==> src/rtl/uart_pkg.sv <==
// ---------------------------------------------------------------------------
// uart_pkg
// Shared definitions for the UART transmitter and receiver:
//   - uart_state_e   : serialiser FSM states
//   - UART_CYCLE_MAX : largest clocks-per-bit value the 16-bit bit timer holds
//   - uart_cycle()   : clocks per bit from clock (MHz) and baud rate,
//                      integer-truncated so TX and RX derive identical timing
// ---------------------------------------------------------------------------
package uart_pkg;

  typedef enum logic [1:0] {
    S_IDLE      = 2'd0,
    S_START     = 2'd1,
    S_SEND_BYTE = 2'd2,
    S_STOP      = 2'd3
  } uart_state_e;

  localparam int unsigned UART_CYCLE_MAX = 65535;

  // Clocks per bit. The product is formed in 64 bits so large clock
  // frequencies cannot overflow before the division.
  function automatic int unsigned uart_cycle(input int unsigned clk_mhz,
                                             input int unsigned baud);
    logic [63:0] clk_hz;
    if (baud == 0) begin
      return 0;
    end
    clk_hz = 64'(clk_mhz) * 64'd1000000;
    return 32'(clk_hz / 64'(baud));
  endfunction

endpackage

==> src/rtl/uart_tx_fifo.sv <==
// ---------------------------------------------------------------------------
// uart_tx_fifo
// Synchronous byte FIFO feeding the UART serialiser.
// Parameters:
//   DEPTH      : number of entries, power of two, >= 2
// Ports:
//   clk        : clock
//   rst        : synchronous active-high reset (flushes the FIFO)
//   push       : write push_data this edge (ignored while full)
//   push_data  : byte to write
//   pop        : discard the head entry this edge (ignored while empty)
//   pop_data   : head entry, valid whenever !empty
//   full/empty : status, derived from the registered pointers only
//   level      : number of stored entries
// ---------------------------------------------------------------------------
module uart_tx_fifo #(
  parameter int DEPTH = 8,
  localparam int LW   = $clog2(DEPTH + 1)
) (
  input  logic          clk,
  input  logic          rst,
  input  logic          push,
  input  logic [7:0]    push_data,
  input  logic          pop,
  output logic [7:0]    pop_data,
  output logic          full,
  output logic          empty,
  output logic [LW-1:0] level
);

  localparam int AW = $clog2(DEPTH);
  localparam int PW = AW + 1;

  if ((DEPTH < 2) || ((DEPTH & (DEPTH - 1)) != 0)) begin : g_bad_depth
    $error("uart_tx_fifo: DEPTH must be a power of two and at least 2");
  end

  logic [7:0]    mem_q [DEPTH];
  logic [PW-1:0] wr_ptr_q, wr_ptr_d;
  logic [PW-1:0] rd_ptr_q, rd_ptr_d;
  logic          push_ok;
  logic          pop_ok;

  // Pointers carry one extra MSB: equal indices with differing MSBs means
  // the write pointer has lapped the read pointer, i.e. full.
  always_comb begin
    empty = (wr_ptr_q == rd_ptr_q);
    full  = (wr_ptr_q[PW-1] != rd_ptr_q[PW-1]) &&
            (wr_ptr_q[AW-1:0] == rd_ptr_q[AW-1:0]);
    level = LW'(wr_ptr_q - rd_ptr_q);
  end

  always_comb begin
    push_ok  = push && !full;
    pop_ok   = pop && !empty;
    wr_ptr_d = push_ok ? wr_ptr_q + PW'(1) : wr_ptr_q;
    rd_ptr_d = pop_ok  ? rd_ptr_q + PW'(1) : rd_ptr_q;
  end

  always_ff @(posedge clk) begin
    if (rst) begin
      wr_ptr_q <= '0;
      rd_ptr_q <= '0;
    end else begin
      wr_ptr_q <= wr_ptr_d;
      rd_ptr_q <= rd_ptr_d;
    end
  end

  // Storage is not reset: a flush only moves the pointers.
  always_ff @(posedge clk) begin
    if (push_ok) begin
      mem_q[wr_ptr_q[AW-1:0]] <= push_data;
    end
  end

  // Head is read asynchronously so the serialiser can pop and load its
  // shift register on the same edge, keeping frames back-to-back.
  assign pop_data = mem_q[rd_ptr_q[AW-1:0]];

endmodule

==> src/rtl/uart_tx_buffered.sv <==
// ---------------------------------------------------------------------------
// uart_tx_buffered
// Buffered 8N1 UART transmitter. Bytes arrive on a valid/ready handshake,
// queue in uart_tx_fifo and are serialised LSB first with no idle gap
// between queued frames.
// Parameters:
//   CLK_FRE    : clock frequency in MHz
//   BAUD_RATE  : serial baud rate
//   FIFO_DEPTH : byte buffer depth, power of two, >= 2
// Ports:
//   clk           : clock
//   rst           : synchronous active-high reset
//   tx_data       : byte to send
//   tx_data_valid : tx_data is valid
//   tx_data_ready : FIFO not full (from registered state only)
//   tx_pin        : registered serial output, idle high
//   tx_busy       : registered, high while a frame is on the line
//   fifo_level    : bytes queued, excluding the one being sent
// ---------------------------------------------------------------------------
module uart_tx_buffered
  import uart_pkg::*;
#(
  parameter int CLK_FRE    = 50,
  parameter int BAUD_RATE  = 1500000,
  parameter int FIFO_DEPTH = 8,
  localparam int LW        = $clog2(FIFO_DEPTH + 1)
) (
  input  logic          clk,
  input  logic          rst,
  input  logic [7:0]    tx_data,
  input  logic          tx_data_valid,
  output logic          tx_data_ready,
  output logic          tx_pin,
  output logic          tx_busy,
  output logic [LW-1:0] fifo_level
);

  localparam int unsigned CYCLE    = uart_cycle(CLK_FRE, BAUD_RATE);
  localparam logic [15:0] CYCLE_M1 = 16'(CYCLE - 1);

  if ((CYCLE > UART_CYCLE_MAX) || (CYCLE < 1)) begin : g_bad_cycle
    $error("uart_tx_buffered: clocks per bit must be within 1..65535");
  end

  uart_state_e state_q, state_d;
  logic [15:0] cycle_cnt_q, cycle_cnt_d;
  logic [2:0]  bit_cnt_q, bit_cnt_d;
  logic [7:0]  shift_q, shift_d;
  logic        tx_pin_q, tx_pin_d;
  logic        tx_busy_q, tx_busy_d;

  logic        fifo_pop;
  logic [7:0]  fifo_head;
  logic        fifo_full;
  logic        fifo_empty;
  logic        bit_end;

  uart_tx_fifo #(
    .DEPTH (FIFO_DEPTH)
  ) u_fifo (
    .clk       (clk),
    .rst       (rst),
    .push      (tx_data_valid),
    .push_data (tx_data),
    .pop       (fifo_pop),
    .pop_data  (fifo_head),
    .full      (fifo_full),
    .empty     (fifo_empty),
    .level     (fifo_level)
  );

  assign tx_data_ready = !fifo_full;
  assign bit_end       = (cycle_cnt_q == CYCLE_M1);

  // State register
  always_ff @(posedge clk) begin
    if (rst) begin
      state_q     <= S_IDLE;
      cycle_cnt_q <= '0;
      bit_cnt_q   <= '0;
      shift_q     <= '0;
      tx_pin_q    <= 1'b1;
      tx_busy_q   <= 1'b0;
    end else begin
      state_q     <= state_d;
      cycle_cnt_q <= cycle_cnt_d;
      bit_cnt_q   <= bit_cnt_d;
      shift_q     <= shift_d;
      tx_pin_q    <= tx_pin_d;
      tx_busy_q   <= tx_busy_d;
    end
  end

  // Next-state logic
  always_comb begin
    state_d     = state_q;
    cycle_cnt_d = cycle_cnt_q + 16'd1;
    bit_cnt_d   = bit_cnt_q;
    shift_d     = shift_q;
    fifo_pop    = 1'b0;

    case (state_q)
      S_IDLE: begin
        cycle_cnt_d = '0;
        bit_cnt_d   = '0;
        if (!fifo_empty) begin
          fifo_pop = 1'b1;
          shift_d  = fifo_head;
          state_d  = S_START;
        end
      end

      S_START: begin
        if (bit_end) begin
          cycle_cnt_d = '0;
          bit_cnt_d   = '0;
          state_d     = S_SEND_BYTE;
        end
      end

      S_SEND_BYTE: begin
        if (bit_end) begin
          cycle_cnt_d = '0;
          shift_d     = {1'b0, shift_q[7:1]};
          bit_cnt_d   = bit_cnt_q + 3'd1;
          if (bit_cnt_q == 3'd7) begin
            state_d = S_STOP;
          end
        end
      end

      S_STOP: begin
        if (bit_end) begin
          cycle_cnt_d = '0;
          if (!fifo_empty) begin
            // Chain straight into the next start bit: no idle gap.
            fifo_pop = 1'b1;
            shift_d  = fifo_head;
            state_d  = S_START;
          end else begin
            state_d = S_IDLE;
          end
        end
      end

      default: begin
        state_d     = S_IDLE;
        cycle_cnt_d = '0;
      end
    endcase
  end

  // Outputs are decoded from the next state so the registered pin changes on
  // the same edge the FSM moves, e.g. the start bit appears one edge after a
  // byte lands in an empty FIFO.
  always_comb begin
    case (state_d)
      S_START:     tx_pin_d = 1'b0;
      S_SEND_BYTE: tx_pin_d = shift_d[0];
      default:     tx_pin_d = 1'b1;
    endcase
    tx_busy_d = (state_d != S_IDLE);
  end

  assign tx_pin  = tx_pin_q;
  assign tx_busy = tx_busy_q;

endmodule

==> config.mk <==
export PLATFORM = sky130hd
export DESIGN_NAME = uart_tx_buffered
export DESIGN_NICKNAME = d
export VERILOG_FILES = /design/src/rtl/uart_pkg.sv /design/src/rtl/uart_tx_fifo.sv /design/src/rtl/uart_tx_buffered.sv
export SDC_FILE = /design/constraint.sdc
export NUM_CORES = 1
export LEC_CHECK = 0
export ABC_AREA = 0
export BUFFER_PORTS_ARGS = -buffer_cell sky130_fd_sc_hd__buf_2
export CAP_MARGIN = 20
export CORE_MARGIN = 3
export CORE_UTILIZATION = 50
export DETAILED_ROUTE_END_ITERATION = 16
export PLACE_DENSITY = 0.67
export SLEW_MARGIN = 20
export SYNTH_ARGS = -nofsm -noshare
export SYNTH_HDL_FRONTEND = slang
export SYNTH_HIERARCHICAL = 1
export SYNTH_SLANG_ARGS = --single-unit
export TNS_END_PERCENT = 100
==> constraint.sdc <==
create_clock -name clk -period 2.85 [get_ports clk]
set_clock_uncertainty 0.15 [all_clocks]
set_input_delay 0.57 -clock clk [delete_from_list [all_inputs] [get_ports clk]]
set_output_delay 0.57 -clock clk [all_outputs]
set_load 0.03 [all_outputs]
==> results of run 1 <==
## layout make-up
class                   instances  area [sq um]
flip-flops and latches        106          2760
inverters                      16          60.1
clock inverters                 7           114
fillers                       694          3750
clock buffers                   9           124
repair buffers                 31           190
well taps                     126           158
multi-input cells             209          1820
## report_power, final
part           internal [mW]  switching (mW)
Combinational          0.464           0.563
Clock                  0.522           0.542
Sequential              1.73          0.0857
## cell usage in the layout, fill, tap and decap left out, types with 9 or more instances in the layout
cell type / instances
nand2_1: 11
xnor2_1: 15
ha_1: 14
nor2_1: 42
dfxtp_1: 42
mux4_1: 15
buf_2: 17
clkbuf_8: 9
buf_4: 14
mux2i_1: 12
inv_1: 16
edfxtp_1: 64
## worst max path at each step
stage	start	endpoint	slack [ps]	cells after the start
finish	u_fifo/wr_ptr_q[0]$_SDFFE_PP0P_	fifo_level[2]	190	5
global route	cycle_cnt_q[0]$_SDFF_PP0_	register	6	9
CTS	u_fifo/wr_ptr_q[0]$_SDFFE_PP0P_	fifo_level[2]	150	5
detailed placement	cycle_cnt_q[0]$_SDFF_PP0_	register	280	9
global placement	cycle_cnt_q[0]$_SDFF_PP0_	u_fifo/rd_ptr_q[1]$_SDFFE_PP0P_	400	9
floorplan	u_fifo/wr_ptr_q[0]$_SDFFE_PP0P_	u_fifo/mem_q[0][0]$_DFFE_PP_	330	5
## stage by stage
stage	power (mW)	hold WS (ps)	utilization, %
2_1_floorplan	2.68	291	-
3_3_place_gp	2.87	305	55.6
3_5_place_dp	2.89	317	55.6
4_1_cts	3.96	284	58.2
5_1_grt	4.13	297	58.2
6_report	3.91	308	58.2
## per-layer routing
layer | vias up | global-route usage [%]
li1 | 1352 | -
met3 | 9 | 4.23
met4 | 0 | 5.38
met2 | 38 | 29.0
met5 | - | 0
met1 | 1315 | 20.4
## synthesized netlist by cell type (2+ instances only)
cell type   n  share of area [%]
a22oi_1     3               0.48
nand2_1    11               0.87
and3_1      3               0.40
clkbuf_1    4               0.32
edfxtp_1   64                 41
mux4_1     15                8.3
inv_1      16                1.3
nor2_1     42                3.3
xnor2_1    15                2.8
buf_2       2               0.21
nor4_1      4               0.53
mux2_2      8                1.9
dfxtp_1    42                 18
a21oi_1     8               0.85
nand3_1     8               0.85
xor2_1      8                1.5
nor3_1      7               0.74
nand4_1     3               0.40
buf_6       4               0.95
nor3b_1     2               0.32
ha_1       14                3.7
or3_1       4               0.53
buf_1       2               0.16
mux2i_1    12                2.5
o21ai_0     3               0.32
o2bb2ai_1   6                1.1
or3_2       2               0.32
o211ai_1    4               0.63
a22o_1      6                1.1
## state kept, by name, indices dropped and copies added (netlist names), named ones only
register,cells
state_q,2
u_fifo/wr_ptr_q,4
bit_cnt_q,3
tx_busy,1
tx_pin,1
cycle_cnt_q,16
shift_q,8
u_fifo/mem_q,64
u_fifo/rd_ptr_q,4
## worst max-delay path, stage by stage (launching register included)
cell and delay (ps):
dfxtp_1 450, inv_1 150, ha_1 250, fa_1 390, xnor2_1 130, buf_2 210
## logic make-up after synthesis
family	after synthesis	share of synthesized area, %
mux	36	13.2
simple gates	96	10.3
fa+ha+maj	15	4.12
compound gates	39	6.21
xor+xnor	23	4.25
flops	106	58.3
buf+inv	30	3.62
==> impl_metrics.ini, run 1 <==
[die]
die_h_microns = 103
rows = 34
top_level_ports = 18
initial_core_util_pct = 52.8
die-area_sq_um = 10700
die_w_microns = 103
coreArea_sq_um = 8980

[place]
gp_congestion = 0.775
dpl_worst_slack_ps = 283
dpl_cell_area_sq_um = 4990
port_buffers = 17
dp_hpwl_microns = 5530
dp.cells = 488

[synthesis]
synthCells = 345
synth_ff_type = edfxtp_1
seq_area_frac_synth_pct = 58.3
syn_nets = 371
async_flop_share_pct = 0
avgSynthCellArea_sq_um = 13.7
ys_types = 52
synth_edf_count = 64
syn_area_sq_um = 4740
yosys_warnings = 6
synth_seq_cells = 106

[layout]
n_antenna_cell = 0
stdcell_area_sq_um = 5230
drive_gt1_share_pct = 18.3
fin_cells = 504
finalNetCount = 399
area_growth_pct = 10.3

[critical_path]
r2r_setup_slack_ps = 280
cp_max_fo = 6
r2r_cells = 9
required_ps = 2130
rr_startpoint = cycle_cnt_q[0]$_SDFF_PP0_
start_kind = register
endpoint_kind = primary output
arrival_ps = 1940
crit_type = register to primary output

[clock_network]
ctsHoldBuffers = 0
post_cts_resized = 0
cts_setup_buffers = 0
clk_path_buf_depth = 2
clk_pin_slew_ps = 110
cts_root_buffer = clkbuf_8
cts.sinks = 106
cts_tree = built
numCtsBuffers = 9
htreeDepth = 3
clock_latency_ps = 370

[routing]
top_layer_used = met4
ant_nets = 0
drc = 0
dr_wl_met3_microns = 243
met2WireLength_microns = 4270
wirelength_microns = 8170
wl_met1_microns = 3550
drt_iter0_drc = 57
viasPerCell = 5.38
wl_per_cell_microns = 16.2
via_count = 2714
dr.pass1.iters = 4

[sta]
tightest_slew_ps = 670
setup_ws_ps = 186
finalSetupTns_ps = 0
fmax_mhz = 375
max_slew_margin_pct = 55.3
fin_crit_ps = 2660
finalHoldViolations = 0
finalSetupViolations = 0
rsz0062_at_grt = no
finalCritPeriodShare_pct = 93.5
drv_slew = 0

[hold_path]
min_path_type = primary input to register
hold_end = u_fifo/mem_q[2][7]$_DFFE_PP_
hold_path_depth = 1
worstHoldStart = tx_data[7]

[grt]
grt-ovfl-total = 0
first_global_vias = 2645
grt_pass1_wl_microns = 13200
grt_max_degree = 24
antenna_found_initial = 0
grt.total_usage_pct = 16.7

[outcome]
run_status = finished, final reports clean

[pwr]
ir_drop_v = 0.000487
p_leak_nw = 1.85
powerDensity_nw_per_um2 = 748

[run]
cap_violations = 0
Power figures use the tool's default switching activity.
==> inputs of run 2 (changes only) <==
--- a/config.mk
+++ b/config.mk
@@ -10,8 +10,10 @@
 export CAP_MARGIN = 20
 export CORE_MARGIN = 3
 export CORE_UTILIZATION = 50
+export CTS_BUF_LIST = sky130_fd_sc_hd__clkbuf_4 sky130_fd_sc_hd__clkbuf_8 sky130_fd_sc_hd__clkbuf_16
 export DETAILED_ROUTE_END_ITERATION = 16
 export PLACE_DENSITY = 0.67
+export REMOVE_ABC_BUFFERS = 1
 export SLEW_MARGIN = 20
 export SYNTH_ARGS = -nofsm -noshare
 export SYNTH_HDL_FRONTEND = slang
==> run 2 against run 1 <==
Compared with the run above: worst hold slack got worse by 7.2 ps; global-route usage increased by 0.43 points; clock-buffer cell count increased by 1; combinational power about the same; non-clock buffer count decreased by 1; sequential power about the same; worst setup slack got worse by 22 ps; cell count decreased by 0.20%; cell area decreased by 1.2%; sequential share of layout area increased by 0.65 points; first-iteration DRC count increased by 60%.
==> impl_metrics.ini, run 2 (same netlist as run 1, synthesis figures left out) <==
[clock_network]
clock_latency_ps = 370
post_cts_resized = 0
clk_path_buf_depth = 2
clk_pin_slew_ps = 100
numCtsBuffers = 9
cts_setup_buffers = 0
ctsHoldBuffers = 0
cts_tree = built
htreeDepth = 3
cts_root_buffer = clkbuf_8
cts.sinks = 106

[sta]
finalSetupTns_ps = 0
rsz0062_at_grt = no
max_slew_margin_pct = 57.9
finalHoldViolations = 0
tightest_slew_ps = 626
finalSetupViolations = 0
drv_slew = 0
finalCritPeriodShare_pct = 94.2
fmax_mhz = 372
fin_crit_ps = 2690
setup_ws_ps = 165

[place]
gp_congestion = 0.773
port_buffers = 17
dp_hpwl_microns = 5480
dpl_worst_slack_ps = 418

[critical_path]
arrival_ps = 1970
cp_max_fo = 6
crit_type = register to primary output
r2r_setup_slack_ps = 400
rr_startpoint = u_fifo/wr_ptr_q[0]$_SDFFE_PP0P_
crit_end = fifo_level[2]
required_ps = 2130
start_kind = register
cp-startpoint = u_fifo/wr_ptr_q[0]$_SDFFE_PP0P_
r2r_cells = 9
endpoint_kind = primary output
r2r-end = tx_pin$_SDFF_PP1_

[routing]
dr.pass1.iters = 4
wl_per_cell_microns = 16.4
via_count = 2751
drt_iter0_drc = 91
drc = 0
ant_nets = 0
viasPerCell = 5.47
wirelength_microns = 8240

[grt]
antenna_found_initial = 0
grt_max_degree = 24
grt_pass1_wl_microns = 13600
grt-ovfl-total = 0
first_global_vias = 2745
grt.total_usage_pct = 17.1

[pwr]
fin_total_pwr_mw = 3.70
p_leak_nw = 1.81
ir_drop_v = 0.000420
powerDensity_nw_per_um2 = 716

[die]
die_h_microns = 103
initial_core_util_pct = 52.8
top_level_ports = 18
die-area_sq_um = 10700
coreArea_sq_um = 8980
rows = 34
die_w_microns = 103

[layout]
final_common_cell = edfxtp_1
area_growth_pct = 8.93
multi_input_area_sq_um = 1820
n_fill_cell = 758
final-seq-area_sq_um = 2760
largest_reg_flops = 64
finalNetCount = 398
n_antenna_cell = 0
mostFrequentLayoutCells = edfxtp_1 (64), nor2_1 (42), dfxtp_1 (42), buf_2 (17), inv_1 (16)
drive_gt1_share_pct = 18.0

[run]
cap_violations = 0

[hold_path]
min_path_type = primary input to register

[outcome]
run_status = finished, final reports clean
==> run 2: cell count changes in the layout (fill, tap and decap cells not counted) <==
cell,previous run,this run
inv_8,4,1
bufinv_16,2,0
clkinv_4,0,2
buf_4,14,13
clkbuf_4,0,1
clkinv_2,0,1
clkinvlp_4,0,1
==> run 2: how the worst min path moves through the flow <==
| stage | end | depth (start not counted) | slack [ps] | from |
|---|---|---|---|---|
| after floorplan | cycle_cnt_q[0]$_SDFF_PP0_ | 1 | 290 | cycle_cnt_q[0]$_SDFF_PP0_ |
| after global placement | cycle_cnt_q[0]$_SDFF_PP0_ | 1 | 310 | cycle_cnt_q[0]$_SDFF_PP0_ |
| after detailed placement | cycle_cnt_q[0]$_SDFF_PP0_ | 1 | 310 | cycle_cnt_q[0]$_SDFF_PP0_ |
| after CTS | u_fifo/mem_q[6][4]$_DFFE_PP_ | 1 | 280 | tx_data[4] |
| after global routing | u_fifo/mem_q[2][4]$_DFFE_PP_ | 1 | 290 | tx_data[4] |
| final | u_fifo/mem_q[6][4]$_DFFE_PP_ | 1 | 300 | tx_data[4] |
==> run 2: cell type report <==
cell class              count  area share (%)
flip-flops and latches    106            53.5
multi-input cells         209            35.2
repair buffers             30            3.54
well taps                 126            3.05
clock buffers              10            2.55
inverters                  16            1.16
clock inverters             6           0.970
==> run 2: report_power, final <==
part	internal (mW)	switching [mW]
registers	1.73	0.0778
logic	0.461	0.569
clock network	0.338	0.519
total	2.53	1.17
==> run 2: layer usage <==
layer  wire length, microns  vias to the layer above  share of wire, %  GRT usage (%)
met5                      0                        -                 0              0
li1                       -                     1348                 -              -
met3                    317                       10               3.8           4.90
met4                    108                        0               1.3           5.88
met1                   3790                     1354                46           22.7
met2                   4030                       39                49           27.2
==> run 2: stage by stage <==
step / std cells / utilization (%) / hold WS (ps) / instance area (sq um)
after floorplan: 331 / - / 291 / 4630
after global placement: 487 / 55.5 / 308 / 4980
after detailed placement: 487 / 55.5 / 314 / 4980
after CTS: 503 / 57.5 / 283 / 5160
after global routing: 503 / 57.5 / 293 / 5160
final: 503 / 57.5 / 301 / 5160
==> run 2: critical path, cell delays in order, from the launching register on <==
cell,delay [ps]
dfxtp_1,450
inv_1,140
ha_1,250
fa_1,380
xnor2_1,140
buf_2,220
==> inputs of run 3 (changes only) <==
--- a/config.mk
+++ b/config.mk
@@ -10,8 +10,8 @@
 export CAP_MARGIN = 20
 export CORE_MARGIN = 3
 export CORE_UTILIZATION = 50
-export CTS_BUF_LIST = sky130_fd_sc_hd__clkbuf_4 sky130_fd_sc_hd__clkbuf_8 sky130_fd_sc_hd__clkbuf_16
 export DETAILED_ROUTE_END_ITERATION = 16
+export HOLD_SLACK_MARGIN = 0.02
 export PLACE_DENSITY = 0.67
 export REMOVE_ABC_BUFFERS = 1
 export SLEW_MARGIN = 20
==> run 3 against run 2 <==
Compared with the run above: power fell by 0.19%; worst hold slack got worse by 2.5 ps; fmax fell by 0.28%.
==> impl_metrics.ini, run 3 (same netlist as run 1, synthesis figures left out) <==
[outcome]
run_status = finished, final reports clean

[sta]
rsz0062_at_grt = no
tightest_slew_ps = 629
max_slew_margin_pct = 57.7
finalCritPeriodShare_pct = 94.5
finalSetupViolations = 0
fmax_mhz = 371
drv_slew = 0
finalSetupTns_ps = 0
fin_crit_ps = 2690
finalHoldViolations = 0

[routing]
wl_per_cell_microns = 16.3
wirelength_microns = 8220
drc = 0
via_count = 2762
drt_iter0_drc = 81
ant_nets = 0
viasPerCell = 5.49
dr.pass1.iters = 4

[pwr]
p_seq_share_pct = 49.0
p_comb_share_pct = 28.0
switching_share_pct = 31.7
p_int_mw = 2.52
powerDensity_nw_per_um2 = 715
clockPowerShare_pct = 23.0
netSwitchingPower_mw = 1.17
ir_drop_v = 0.000419
p_leak_nw = 1.81

[die]
rows = 34
initial_core_util_pct = 52.8
die_h_microns = 103
die_w_microns = 103
coreArea_sq_um = 8980
top_level_ports = 18
die-area_sq_um = 10700

[place]
port_buffers = 17
gp_congestion = 0.773
dp_hpwl_microns = 5480
dp.cells = 487

[grt]
antenna_found_initial = 0
grt_pass1_wl_microns = 13600
grt-ovfl-total = 0
first_global_vias = 2745
grt.total_usage_pct = 17.1
grt_max_degree = 24

[critical_path]
required_ps = 2130
crit_buf_inv = 2
cp_max_fo = 6
endpoint_kind = primary output
crit_type = register to primary output
arrival_ps = 1970
crit_family = adder cells
start_kind = register
slowest_delay_ps = 460
path_cells = inv_1 -> ha_1 -> fa_1 -> xnor2_1 -> buf_2
cp_slowest_cell = dfxtp_1

[hold_path]
min_path_type = primary input to register

[clock_network]
cts_tree = built
post_cts_resized = 0
ctsHoldBuffers = 0
cts_root_buffer = clkbuf_8
numCtsBuffers = 9
cts.sinks = 106
clock_latency_ps = 380
clk_path_buf_depth = 2
cts_setup_buffers = 0
htreeDepth = 3
clk_pin_slew_ps = 100

[layout]
area_growth_pct = 8.85
fin_cells = 503
final_common_cell = edfxtp_1
finalNetCount = 398
drive_gt1_share_pct = 17.8
n_antenna_cell = 0
mostFrequentLayoutCells = edfxtp_1 (64), nor2_1 (42), dfxtp_1 (42), buf_2 (17), inv_1 (16)
largest_reg_flops = 64
n_fill_cell = 758

[run]
cap_violations = 0
==> run 3: cell counts in the layout (fill, tap and decap cells not counted) <==
Identical to the previous run, type by type.
==> run 3: layer usage <==
layer  routed length [microns]  GRT usage [%]  up-vias  part of all wire [%]
met3                       319           4.90       10                   3.9
met1                      3790           22.6     1357                    46
met4                       108           5.88        0                   1.3
met5                         0              0        -                     0
met2                      4010           27.2       45                    49
li1                          -              -     1350                     -
==> run 3: path summary, 6_finish.rpt <==
check                                                     start                           end  slack (ps)  cells after the start
worst min-delay path                                 tx_data[4]  u_fifo/mem_q[4][4]$_DFFE_PP_         300                      1
worst max register to register  u_fifo/wr_ptr_q[0]$_SDFFE_PP0P_             tx_pin$_SDFF_PP1_         400                      9
worst max-delay path            u_fifo/wr_ptr_q[0]$_SDFFE_PP0P_                 fifo_level[2]         160                      5
worst min register to register        cycle_cnt_q[0]$_SDFF_PP0_     cycle_cnt_q[0]$_SDFF_PP0_         330                      1
==> run 3: final cells by class <==
cell class / instances / area [sq um] / area share (%)
Clock buffer: 10 / 128 / 2.47
Inverter: 16 / 60.1 / 1.16
Multi-Input combinational cell: 209 / 1820 / 35.2
Sequential cell: 106 / 2760 / 53.6
Tap cell: 126 / 158 / 3.06
Clock inverter: 6 / 50.0 / 0.970
Timing Repair Buffer: 30 / 183 / 3.54
==> run 3: power by group through the flow <==
stage | combinational (mW) | sequential [mW] | clock (mW)
2_1_floorplan | 0.712 | 1.89 | 0
3_3_place_gp | 1.02 | 1.84 | 0
4_1_cts | 1.04 | 1.81 | 0.879
3_5_place_dp | 1.04 | 1.84 | 0
6_report | 1.03 | 1.81 | 0.848
5_1_grt | 1.14 | 1.82 | 0.942
==> run 3: through the flow <==
stage               hold WS [ps]  cell area, sq um  total power [mW]  utilization (%)  worst slack, ps
global placement             308              4980              2.86             55.5              512
global route                 293              5160              3.90             57.5             41.5
detailed placement           314              4980              2.88             55.5              418
CTS                          283              5160              3.73             57.5              149
floorplan                    291              4630              2.60                -              215
finish                       298              5160              3.69             57.5              157
